==> config.mk <==
export PLATFORM = sky130hd
export DESIGN_NAME = cmd_parallel_serial_tx
export DESIGN_NICKNAME = d
export VERILOG_FILES = /design/src/rtl/cmd_parallel_serial_tx.sv
export SDC_FILE = /design/constraint.sdc
export NUM_CORES = 1
export LEC_CHECK = 0
export CAP_MARGIN = 20
export CELL_PAD_IN_SITES_DETAIL_PLACEMENT = 1
export CELL_PAD_IN_SITES_GLOBAL_PLACEMENT = 2
export CORE_MARGIN = 5
export CORE_UTILIZATION = 35
export CTS_CLUSTER_SIZE = 28
export DETAILED_ROUTE_END_ITERATION = 8
export PLACE_DENSITY = 0.94
export SYNTH_ARGS = -nofsm -noshare
export SYNTH_HDL_FRONTEND = slang
export SYNTH_SLANG_ARGS = --single-unit
==> constraint.sdc <==
create_clock -name sd_clock -period 5.4 [get_ports sd_clock]
set_clock_uncertainty 0.15 [all_clocks]
set_input_delay 1.62 -clock sd_clock [delete_from_list [all_inputs] [get_ports sd_clock]]
set_output_delay 1.62 -clock sd_clock [all_outputs]
set_load 0.02 [all_outputs]
==> src/rtl/cmd_parallel_serial_tx.sv <==
// cmd_parallel_serial_tx
// SD host CMD-path parallel-to-serial transmitter. A command word is captured
// on an accepted load and shifted out MSB-first, one bit per enabled edge.
// The pad output-enable, busy flag and completion pulse are all registered.
module cmd_parallel_serial_tx #(
   parameter int n = 48
) (
   input  logic         sd_clock,
   input  logic         reset,
   input  logic [n-1:0] parallel,
   input  logic         load,
   input  logic         enable,
   output logic         serial,
   output logic         serial_oe,
   output logic         busy,
   output logic         complete
);

   localparam int CW = (n > 1) ? $clog2(n) : 1;
   localparam logic [CW-1:0] LAST = CW'(n - 1);

   typedef enum logic [1:0] {
      IDLE  = 2'd0,
      SHIFT = 2'd1,
      DONE  = 2'd2
   } state_t;

   state_t        state_q, state_d;
   logic [n-1:0]  shreg_q, shreg_d;
   logic [CW-1:0] count_q, count_d;
   logic          serial_d, oe_d, busy_d, complete_d;

   // State and registered outputs; synchronous reset has top priority.
   always_ff @(posedge sd_clock) begin
      if (reset) begin
         state_q   <= IDLE;
         shreg_q   <= '0;
         count_q   <= '0;
         serial    <= 1'b1;
         serial_oe <= 1'b0;
         busy      <= 1'b0;
         complete  <= 1'b0;
      end else begin
         state_q   <= state_d;
         shreg_q   <= shreg_d;
         count_q   <= count_d;
         serial    <= serial_d;
         serial_oe <= oe_d;
         busy      <= busy_d;
         complete  <= complete_d;
      end
   end

   // Next-state and next-output logic; everything holds unless a rule fires.
   always_comb begin
      state_d    = state_q;
      shreg_d    = shreg_q;
      count_d    = count_q;
      serial_d   = serial;
      oe_d       = serial_oe;
      busy_d     = busy;
      complete_d = complete;

      case (state_q)
         IDLE: begin
            if (load) begin
               shreg_d    = parallel;
               count_d    = '0;
               serial_d   = parallel[n-1];
               oe_d       = 1'b1;
               busy_d     = 1'b1;
               complete_d = 1'b0;
               state_d    = SHIFT;
            end
         end
         SHIFT: begin
            if (enable) begin
               if (count_q != LAST) begin
                  // The word is shifted left on each advance, so the next bit
                  // to drive (original bit n-2-count) is always the new MSB.
                  count_d  = count_q + CW'(1);
                  shreg_d  = shreg_q << 1;
                  serial_d = shreg_d[n-1];
               end else begin
                  serial_d   = 1'b1;
                  oe_d       = 1'b0;
                  complete_d = 1'b1;
                  state_d    = DONE;
               end
            end
         end
         DONE: begin
            serial_d   = 1'b1;
            oe_d       = 1'b0;
            busy_d     = 1'b0;
            complete_d = 1'b0;
            state_d    = IDLE;
         end
         default: begin
            state_d    = IDLE;
            shreg_d    = '0;
            count_d    = '0;
            serial_d   = 1'b1;
            oe_d       = 1'b0;
            busy_d     = 1'b0;
            complete_d = 1'b0;
         end
      endcase
   end

endmodule

Yosys cells after proc, flatten, opt, wreduce, memory -nomap -nowiden:

Index checks and enable logic that the tools add are counted.

* bits in read-only memories: 0
* RAM bits: 0
* output and inout port bits: 4
* word-level logic and storage cells: 47
* latch bits: 0
* memories kept: 0
* bits of input ports: 52
* flip-flop bits (word level): 59

* div/mod/pow operators: 0
* reduce and logical (&&, ||, !) cells: 5
* bitwise logic cells: 2
* multipliers: 0
* $add $sub $neg: 1
* shift operators: 0
* mux-type cells: 25
* eq/ne operators: 7
* $lt $le $gt $ge: 0

Operator list (count)
* 2-to-1 mux 47 bit: 3
* one-hot mux 47 bit (3 select lines): 1
* 2-to-1 mux 6 bit: 3
* one-hot mux 6 bit (3 select lines): 1
* 2-to-1 mux 1 bit: 9
* != test 2 bit, second input constant: 4
* one-hot mux 1 bit (2 select lines): 4
* adder 6 x 1 -> 6 bit, second input constant: 1
* 2-to-1 mux 2 bit: 3
* != test 6 bit, second input constant: 1
* one-hot mux 2 bit (2 select lines): 1
* AND reduction 2 bit: 2
* AND reduction 4 bit: 1
* AND reduction 3 bit: 1
* == test 2 x 1 -> 1 bit, second input constant: 1
* == test 2 bit, second input constant: 1
* logical NOT 2 bit: 1
* inverter 1 bit: 2

Longest topological paths before layout:

Gate-level depths: netlist of run 1.

* word-level depth: 4
* gate-level depth with buffers: 8
* gate-level depth less buffers: 5

Least setup slack after synthesis of run 1:

Ideal clock, no wire load.

* kind: in2reg
* start point: in load
* end point: reg shreg_q[1]
* path buffers: 2
* cell stages on the path: 6
* required time: 5.164 ns
* path slack: 2.404 ns
* setup time: 0.086 ns
* data arrival time: 2.760 ns
* cells stage by stage: or3b_1 a21boi_4 and2_4 buf_6 buf_6 o31ai_2

* word-level cells in the longest chain between the ends: 2

Ends and longest elaborated chain
* from (decl): RTL line 11 `input logic load,`
* != test 2 bit (no source line)
* AND reduction 4 bit (no source line)
* to (signal assigned): RTL line 45 `shreg_q <= shreg_d;`
* to (decl): RTL line 29 `logic [n-1:0] shreg_q, shreg_d;`

No other way between the ends.
A chain may end at the register's enable or synchronous reset.

==> results of run 1 <==
final cells by class:
| type | instances | area [sq um] |
|---|---|---|
| well taps | 102 | 127.6 |
| multi-input cells | 183 | 1505 |
| clock inverters | 2 | 35.03 |
| fillers | 865 | 4184 |
| clock buffers | 13 | 178.9 |
| inverters | 3 | 11.26 |
| flip-flops and latches | 57 | 1145 |
| repair buffers | 60 | 620.6 |
final timing paths:
kind | end | slack [ns]
worst max register to register | shreg_q[15] | 2.36
worst max-delay path | serial_oe | 1.54
worst min register to register | shreg_q[27] | 0.32
worst min-delay path | shreg_q[27] | 0.32
state kept, by name, indices dropped and copies added, names as in the netlist:
name,cells
busy,1
complete,1
shreg_q,47
count_q,6
state_q,1
serial,1
cell families (layout without fill, tap and decap cells):
logic type,Yosys count,count (layout)
fa+ha+maj,1,1
simple gates,71,71
flops,57,57
compound gates,63,63
mux,47,47
buf+inv,38,78
xor+xnor,1,1
cells in the mapped netlist, drive strengths merged, types with 2 or more instances:
master,n
a21oi,4
a31o,4
and3b,2
buf,10
clkbuf,25
dfxtp,57
inv,3
mux2i,47
nand2,3
nand4,50
nor2,6
nor3,2
nor4b,2
o21ai,2
o31ai,46
layer usage:
metal	wire, um	share of wire (%)	GRT usage, %
met4	91	1.2	6.092
met5	0	0	0
met2	3812	49	25.86
met3	328	4.3	4.309
met1	3484	45	19.28
where the power goes:
part           switching [mW]  internal [mW]  leakage [nW]  total (mW)
clock network           0.165          0.260         0.112       0.425
logic                  0.0766         0.0822         0.720       0.159
registers              0.0285          0.448         0.467       0.477
total                   0.270          0.791          1.30        1.06
==> results.toml, run 1 <==
[yosys]
avgSynthCellArea_sq_um = 10.16
syn_area_sq_um = 2825
syn_inst = 278
syn_nets = 331
yosysWarnings = 0
synthSimpleGateAreaFrac_pct = 15.32
synth_edf_count = 0
yosysTopAreaCell = "dfxtp_1"
synth_top_family_by_area = "compound AO/OA/AOI/OAI gates"
async_reset_ff_share_pct = 0
synth_seq_cells = 57
synth_compound_area_share_pct = 20.55
yosys_most_used_dff = "dfxtp_1"
yosysSeqAreaShare_pct = 40.39
synth.area.top_cells = "dfxtp_1 40%, mux2i_1 17%, nand4_1 11%"
synthMuxAreaShare_pct = 16.65
synthAdderAreaFrac_pct = 0.4429
synth-xor-area-share_pct = 0.3100
ys_types = 33
yosysTopAreaCellShare_pct = 40.39

[clock_network]
clk_path_buf_depth = 2
cts_tree = "yes"
post_cts_buffers = 0
h-tree-depth = 3
clock_sinks = 57
hold_buffers = 0
clk_latency_ns = 0.34
clk_pin_slew_ns = 0.07
cts_resized = 0
ctsRootBufferMaster = "clkbuf_8"
cts_inserted_buffers = 9

[place]
dpl-instance-area_sq_um = 3362
portBuffers = 55
pre_cts_ws_ns = 1.065
place_hpwl_um = 4585
place.gp.congestion = 0.7535
dp.cells = 403

[timing]
hold_slack_ns = 0.3249
setup_viol = 0
worst_pin_slew_ns = 0.9467
tns_ns = 0
maxSlewViolCount = 0
rsz0062_at_grt = "false"
slew_headroom_pct = 36.89
hold_violations = 0
finalCritPeriodShare_pct = 71.56
min_period_ns = 3.864
setup_slack_ns = 1.536
fmax_mhz = 258.8

[setup_path]
end_kind = "output port"
worstSetupPathType = "flop to output port"
start_kind = "flop"
r2r_start = "state_q[0]"
critPathTopFamily = "flip-flops"
cpPeakStageDelay_ns = 0.95
crit_path_cell_trace = "clkdlybuf4s50_1"
worst-path-buf-inv = 1
ff2ff_path_depth = 5
cp-startpoint = "state_q[0]"
cp.arrival_ns = 2.09
cpMaxStageDelayCell = "dfxtp_4"
cp_max_fo = 57
crit_cells = 1
cp.required_ns = 3.63

[detailed_routing]
drt_iter0_markers = 124
drt-pass1-iter-count = 4
routed_wl_um = 7716
drcViolationCount = 0
routedWlPerCell_um = 18.37
final_antenna_net_count = 0
vias = 2387
vias_per_cell = 5.683

[die]
die_x_um = 99.85
die_area_sq_um = 9969
core_sq_um = 7807
boundaryPins = 56
die_height_um = 99.85
num_rows = 32
initial_core_util_pct = 36.19

[job]
cap_violations = 0

[power_and_ir_drop]
power.leakage_nw = 1.299
power_per_cell_area_nw_per_um2 = 292.7
power_mw = 1.061
irDropWorstVdd_v = 0.0001165

[cells_and_area]
nNetsFinal = 367
syn2layout_area_growth_pct = 28.26
final_area_sq_um = 3623
final_cell_mix = "56 x dfxtp_1, 55 x clkdlybuf4s50_1, 50 x nand4_1, 47 x mux2i_1, 26 x o31ai_1"
instances_no_fill = 420
drive_gt1_share_pct = 15.09
diodes = 0
final_common_cell = "dfxtp_1"
post-route-util_pct = 46.41

[global_routing]
grt_overflow = 0
grt_pass1_vias = 2530
grt_first_pass_wirelength_um = 12480
grt_usage_pct = 15.64
grt_max_degree = 58
antenna_found_initial = 0

[min_path]
hold_depth = 2
min-delay-start = "shreg_q[27]"
min_path_type = "flop to flop"

[outcome]
status = "finished, final reports clean"
No activity file was read; power rests on OpenSTA's default activity.
==> run 2, diff against run 1 <==
Settings changed: CORE_UTILIZATION 35 to 32, PLACE_DENSITY 0.94 to 0.88.
Clock period 5.4 ns to 3.7 ns, I/O delays scaled along.
==> run 2 against run 1 <==
Effect of this change: critical endpoint is now shreg_q[30]; die area increased by 8.4%; non-clock buffer count increased by 2; sequential share of layout area increased by 0.35 points; first-iteration DRC count decreased by 28%; critical path type is now primary input to flop; cell count increased by 1.7%; largest cell class unchanged.
==> results.toml, run 2 (synthesis gave the netlist of run 1 again) <==
[setup_path]
crit_path_cell_trace = "clkdlybuf4s50_1 > or3b_1 > a21boi_4 > and2_4 > o31ai_1"
cpPeakStageDelay_ns = 0.77
cp_max_fo = 48
r2r_start = "complete"
crit_cells = 5
worst-path-buf-inv = 1
worstSetupPathType = "primary input to flop"
end_kind = "flop"
cp.arrival_ns = 3.45
cp-startpoint = "load"
cpMaxStageDelayCell = "a21boi_4"
critPathTopFamily = "compound AO/OA/AOI/OAI gates"
start_kind = "primary input"
cp.required_ns = 3.74
ff2ff_path_depth = 4

[clock_network]
clk_path_buf_depth = 2
clk_pin_slew_ns = 0.06
cts_tree = "yes"
ctsRootBufferMaster = "clkbuf_8"
h-tree-depth = 3
cts_resized = 0
cts_inserted_buffers = 9
hold_buffers = 0
post_cts_buffers = 0
clock_sinks = 57
clk_latency_ns = 0.33

[cells_and_area]
regMostFlops = "shreg_q"
post-route-util_pct = 41.29
fill_cells = 1014
drive_gt1_share_pct = 15.05
final_common_cell = "dfxtp_1"
nNetsFinal = 369
largestRegisters = "shreg_q x47, count_q x6"
largest_reg_flops = 47
syn2layout_area_growth_pct = 26.84
diodes = 0
instances_no_fill = 427
final_cell_mix = "56 x dfxtp_1, 55 x clkdlybuf4s50_1, 50 x nand4_1, 47 x mux2i_1, 26 x o31ai_1"

[die]
die_x_um = 104.0
die_height_um = 104.0
die_area_sq_um = 10810
core_sq_um = 8678
boundaryPins = 56
num_rows = 34
initial_core_util_pct = 32.55

[detailed_routing]
drcViolationCount = 0
routedWlPerCell_um = 17.23
vias = 2409
routed_wl_um = 7359
final_antenna_net_count = 0
drt-pass1-iter-count = 4
vias_per_cell = 5.642
drt_iter0_markers = 89

[timing]
hold_violations = 0
min_period_ns = 3.408
maxSlewViolCount = 0
slew_headroom_pct = 35.01
finalCritPeriodShare_pct = 92.09
worst_pin_slew_ns = 0.9724
fmax_mhz = 293.5
tns_ns = 0
setup_viol = 0
rsz0062_at_grt = "false"

[global_routing]
grt_overflow = 0
grt_max_degree = 52
antenna_found_initial = 0
grt_first_pass_wirelength_um = 12160
grt_usage_pct = 13.38
grt_pass1_vias = 2458

[min_path]
hold_depth = 2
min_path_type = "flop to flop"
min-delay-start = "busy"

[power_and_ir_drop]
power.leakage_nw = 1.275
irDropWorstVdd_v = 0.0001909
power_mw = 1.482
power_per_cell_area_nw_per_um2 = 413.7

[place]
place_hpwl_um = 4633
place.gp.congestion = 0.7213
portBuffers = 55
dp.cells = 413

[job]
cap_violations = 0

[outcome]
status = "finished, final reports clean"
run 2: cell count changes in the layout (fill, tap and decap cells not counted), sizes merged:
cell	change
buf	+2
clkbuf	-2
clkinvlp	+1
run 2: per-layer routing:
| metal | track usage [%] | share of wire [%] |
|---|---|---|
| met5 | 0 | 0 |
| met3 | 2.421 | 2.9 |
| met2 | 20.90 | 47 |
| met4 | 6.938 | 2.4 |
| met1 | 17.55 | 48 |
run 2: worst register-to-register path: cells and delay by family, from the launching register on:
family	cells	cell delay, ns
AO/OA/AOI/OAI	2	0.99
flip-flops	1	0.56
AND/OR/NAND/NOR	2	0.89
run 2: where the power goes:
group          leakage (nW)  switching (mW)  internal, mW  total, mW
Clock                0.0913           0.240         0.321      0.561
Combinational         0.716           0.127         0.117      0.244
Sequential            0.467          0.0232         0.654      0.678
Total                  1.27           0.390          1.09       1.48
run 2: path summary, 6_finish.rpt:
path / end / slack [ns]
min reg2reg: busy / 0.32
max reg2reg: shreg_q[30] / 0.97
max: shreg_q[30] / 0.29
min: busy / 0.32
run 2: layout make-up:
| class | count | area [sq um] | area share [%] |
|---|---|---|---|
| clock buffer | 11 | 141.4 | 3.946 |
| clock inverter | 3 | 42.54 | 1.187 |
| inverter | 3 | 11.26 | 0.3142 |
| tap | 108 | 135.1 | 3.771 |
| timing repair buffer | 62 | 603.1 | 16.83 |
| sequential | 57 | 1145 | 31.95 |
| multi-input combinational | 183 | 1505 | 42.00 |
run 2: stage by stage:
stage	hold WS (ns)	cell area, sq um	setup WS [ns]
CTS	0.3257	3583	0.2435
global placement	0.3040	3400	-0.05932
detailed placement	0.3156	3400	-0.1077
finish	0.3216	3583	0.2925
floorplan	0.3001	2825	1.214
global route	0.3462	3583	0.1331
==> run 3, diff against run 2 <==
Settings changed: CORE_ASPECT_RATIO from default to 1.75.
==> run 3 against run 2 <==
Effect of this change: design area grew 3.7%; critical path type unchanged; sequential share of layout area is 1.2 points lower; global-route usage is 1.5 points higher; critical path depth did not move.
==> results.toml, run 3 (synthesis gave the netlist of run 1 again) <==
[outcome]
status = "finished, final reports clean"

[cells_and_area]
final_common_cell = "dfxtp_1"
diodes = 0
syn2layout_area_growth_pct = 31.58
instances_no_fill = 438
largest_reg_flops = 47
final_cell_mix = "56 x dfxtp_1, 55 x clkdlybuf4s50_1, 50 x nand4_1, 47 x mux2i_1, 26 x o31ai_1"
largestRegisters = "shreg_q x47, count_q x6"
drive_gt1_share_pct = 15.58
nNetsFinal = 369
regMostFlops = "shreg_q"

[setup_path]
cp.required_ns = 3.73
end_kind = "flop"
cp.arrival_ns = 3.43
r2r-end = "shreg_q[32]"
r2r_start = "state_q[0]"
worstSetupPathType = "primary input to flop"
start_kind = "primary input"
rrSetupSlack_ns = 0.97
cp_max_fo = 48
ff2ff_path_depth = 4

[clock_network]
cts_tree = "yes"
post_cts_buffers = 0
ctsRootBufferMaster = "clkbuf_16"
cts_resized = 0
clk_latency_ns = 0.33
cts_inserted_buffers = 9
hold_buffers = 0
clock_sinks = 57
h-tree-depth = 3
clk_path_buf_depth = 2
clk_pin_slew_ns = 0.05

[timing]
rsz0062_at_grt = "false"
fmax_mhz = 293.9
hold_slack_ns = 0.3181
setup_slack_ns = 0.2969
slew_headroom_pct = 38.08
maxSlewViolCount = 0
hold_violations = 0
finalCritPeriodShare_pct = 91.98
worst_pin_slew_ns = 0.9264
min_period_ns = 3.403
setup_viol = 0

[detailed_routing]
final_antenna_net_count = 0
vias = 2432
routedWlPerCell_um = 17.27
drt_iter0_markers = 117
routed_wl_um = 7564
drt-pass1-iter-count = 4
drcViolationCount = 0
vias_per_cell = 5.553

[power_and_ir_drop]
power_per_cell_area_nw_per_um2 = 464.8
seq_power_share_pct = 39.6
irDropWorstVdd_v = 0.0002444
power.switching_mw = 0.4307
swShare_pct = 24.93
power_mw = 1.728
combPwrFrac_pct = 13.9
internal_power_mw = 1.297
p_clk_share_pct = 46.5
power.leakage_nw = 1.337

[job]
cap_violations = 0

[place]
portBuffers = 55
place.gp.congestion = 0.7542
place_hpwl_um = 4987
pre_cts_ws_ns = -0.05844
dp.cells = 422

[global_routing]
grt_first_pass_wirelength_um = 12570
grt_max_degree = 49
antenna_found_initial = 0
grt_overflow = 0
grt_pass1_vias = 2653
grt_usage_pct = 14.87

[die]
initial_core_util_pct = 32.58
core_sq_um = 8671
die_area_sq_um = 10880
num_rows = 45
die_height_um = 134.3
die_x_um = 81.03
boundaryPins = 56

[min_path]
hold_depth = 2
min-delay-start = "busy"
holdPathEnd = "busy"
min_path_type = "flop to flop"
[run 3: cell types whose count changed in the layout (fill, tap and decap cells not counted), sizes merged]
cell and delta:
clkbuf +3, bufinv -1, clkinv +1, clkinvlp -1
[run 3: worst max path at each step]
| stage | start | end | slack, ns | cells past startpoint |
|---|---|---|---|---|
| 6_report | load | shreg_q[32] | 0.30 | 5 |
| 4_1_cts | load | shreg_q[32] | 0.29 | 5 |
| 2_1_floorplan | load | shreg_q[1] | 1.21 | 6 |
| 3_5_place_dp | load | shreg_q[32] | -0.06 | 5 |
| 5_1_grt | load | shreg_q[34] | 0.13 | 5 |
| 3_3_place_gp | load | shreg_q[26] | -0.02 | 5 |
[run 3: layout make-up]
cell class,count,area (sq um)
fill,982,4954
multi-input combinational,183,1505
sequential,57,1145
timing repair buffer,62,615.6
clock buffer,14,284.0
tap,117,146.4
inverter,3,11.26
clock inverter,2,10.01
[run 3: per-layer routing]
layer	share of wire, %	routed length (um)	track usage [%]
met5	0	0	0
met3	3.5	261	3.091
met4	2.9	221	8.271
met2	51	3864	24.70
met1	43	3215	17.36
[run 3: worst max-delay path, cell delays in order]
cell and delay, ns:
clkdlybuf4s50_1 0.45, or3b_1 0.21, a21boi_4 0.75, and2_4 0.71
o31ai_1 0.19
[run 3: power groups by stage]
stage | logic (mW) | registers, mW | clock network [mW]
floorplan | 0.156 | 0.686 | 0
global placement | 0.238 | 0.694 | 0
detailed placement | 0.243 | 0.697 | 0
CTS | 0.244 | 0.685 | 0.820
global route | 0.262 | 0.689 | 0.842
finish | 0.240 | 0.685 | 0.803
[run 3: per-stage QoR]
| stage | setup TNS [ns] | utilization [%] | instance area [sq um] |
|---|---|---|---|
| after global placement | -0.3572 | 39.48 | 3423 |
| after global routing | 0 | 42.87 | 3717 |
| after detailed placement | -0.6576 | 39.48 | 3423 |
| final | 0 | 42.87 | 3717 |
| after CTS | 0 | 42.87 | 3717 |
| after floorplan | 0 | - | 2825 |
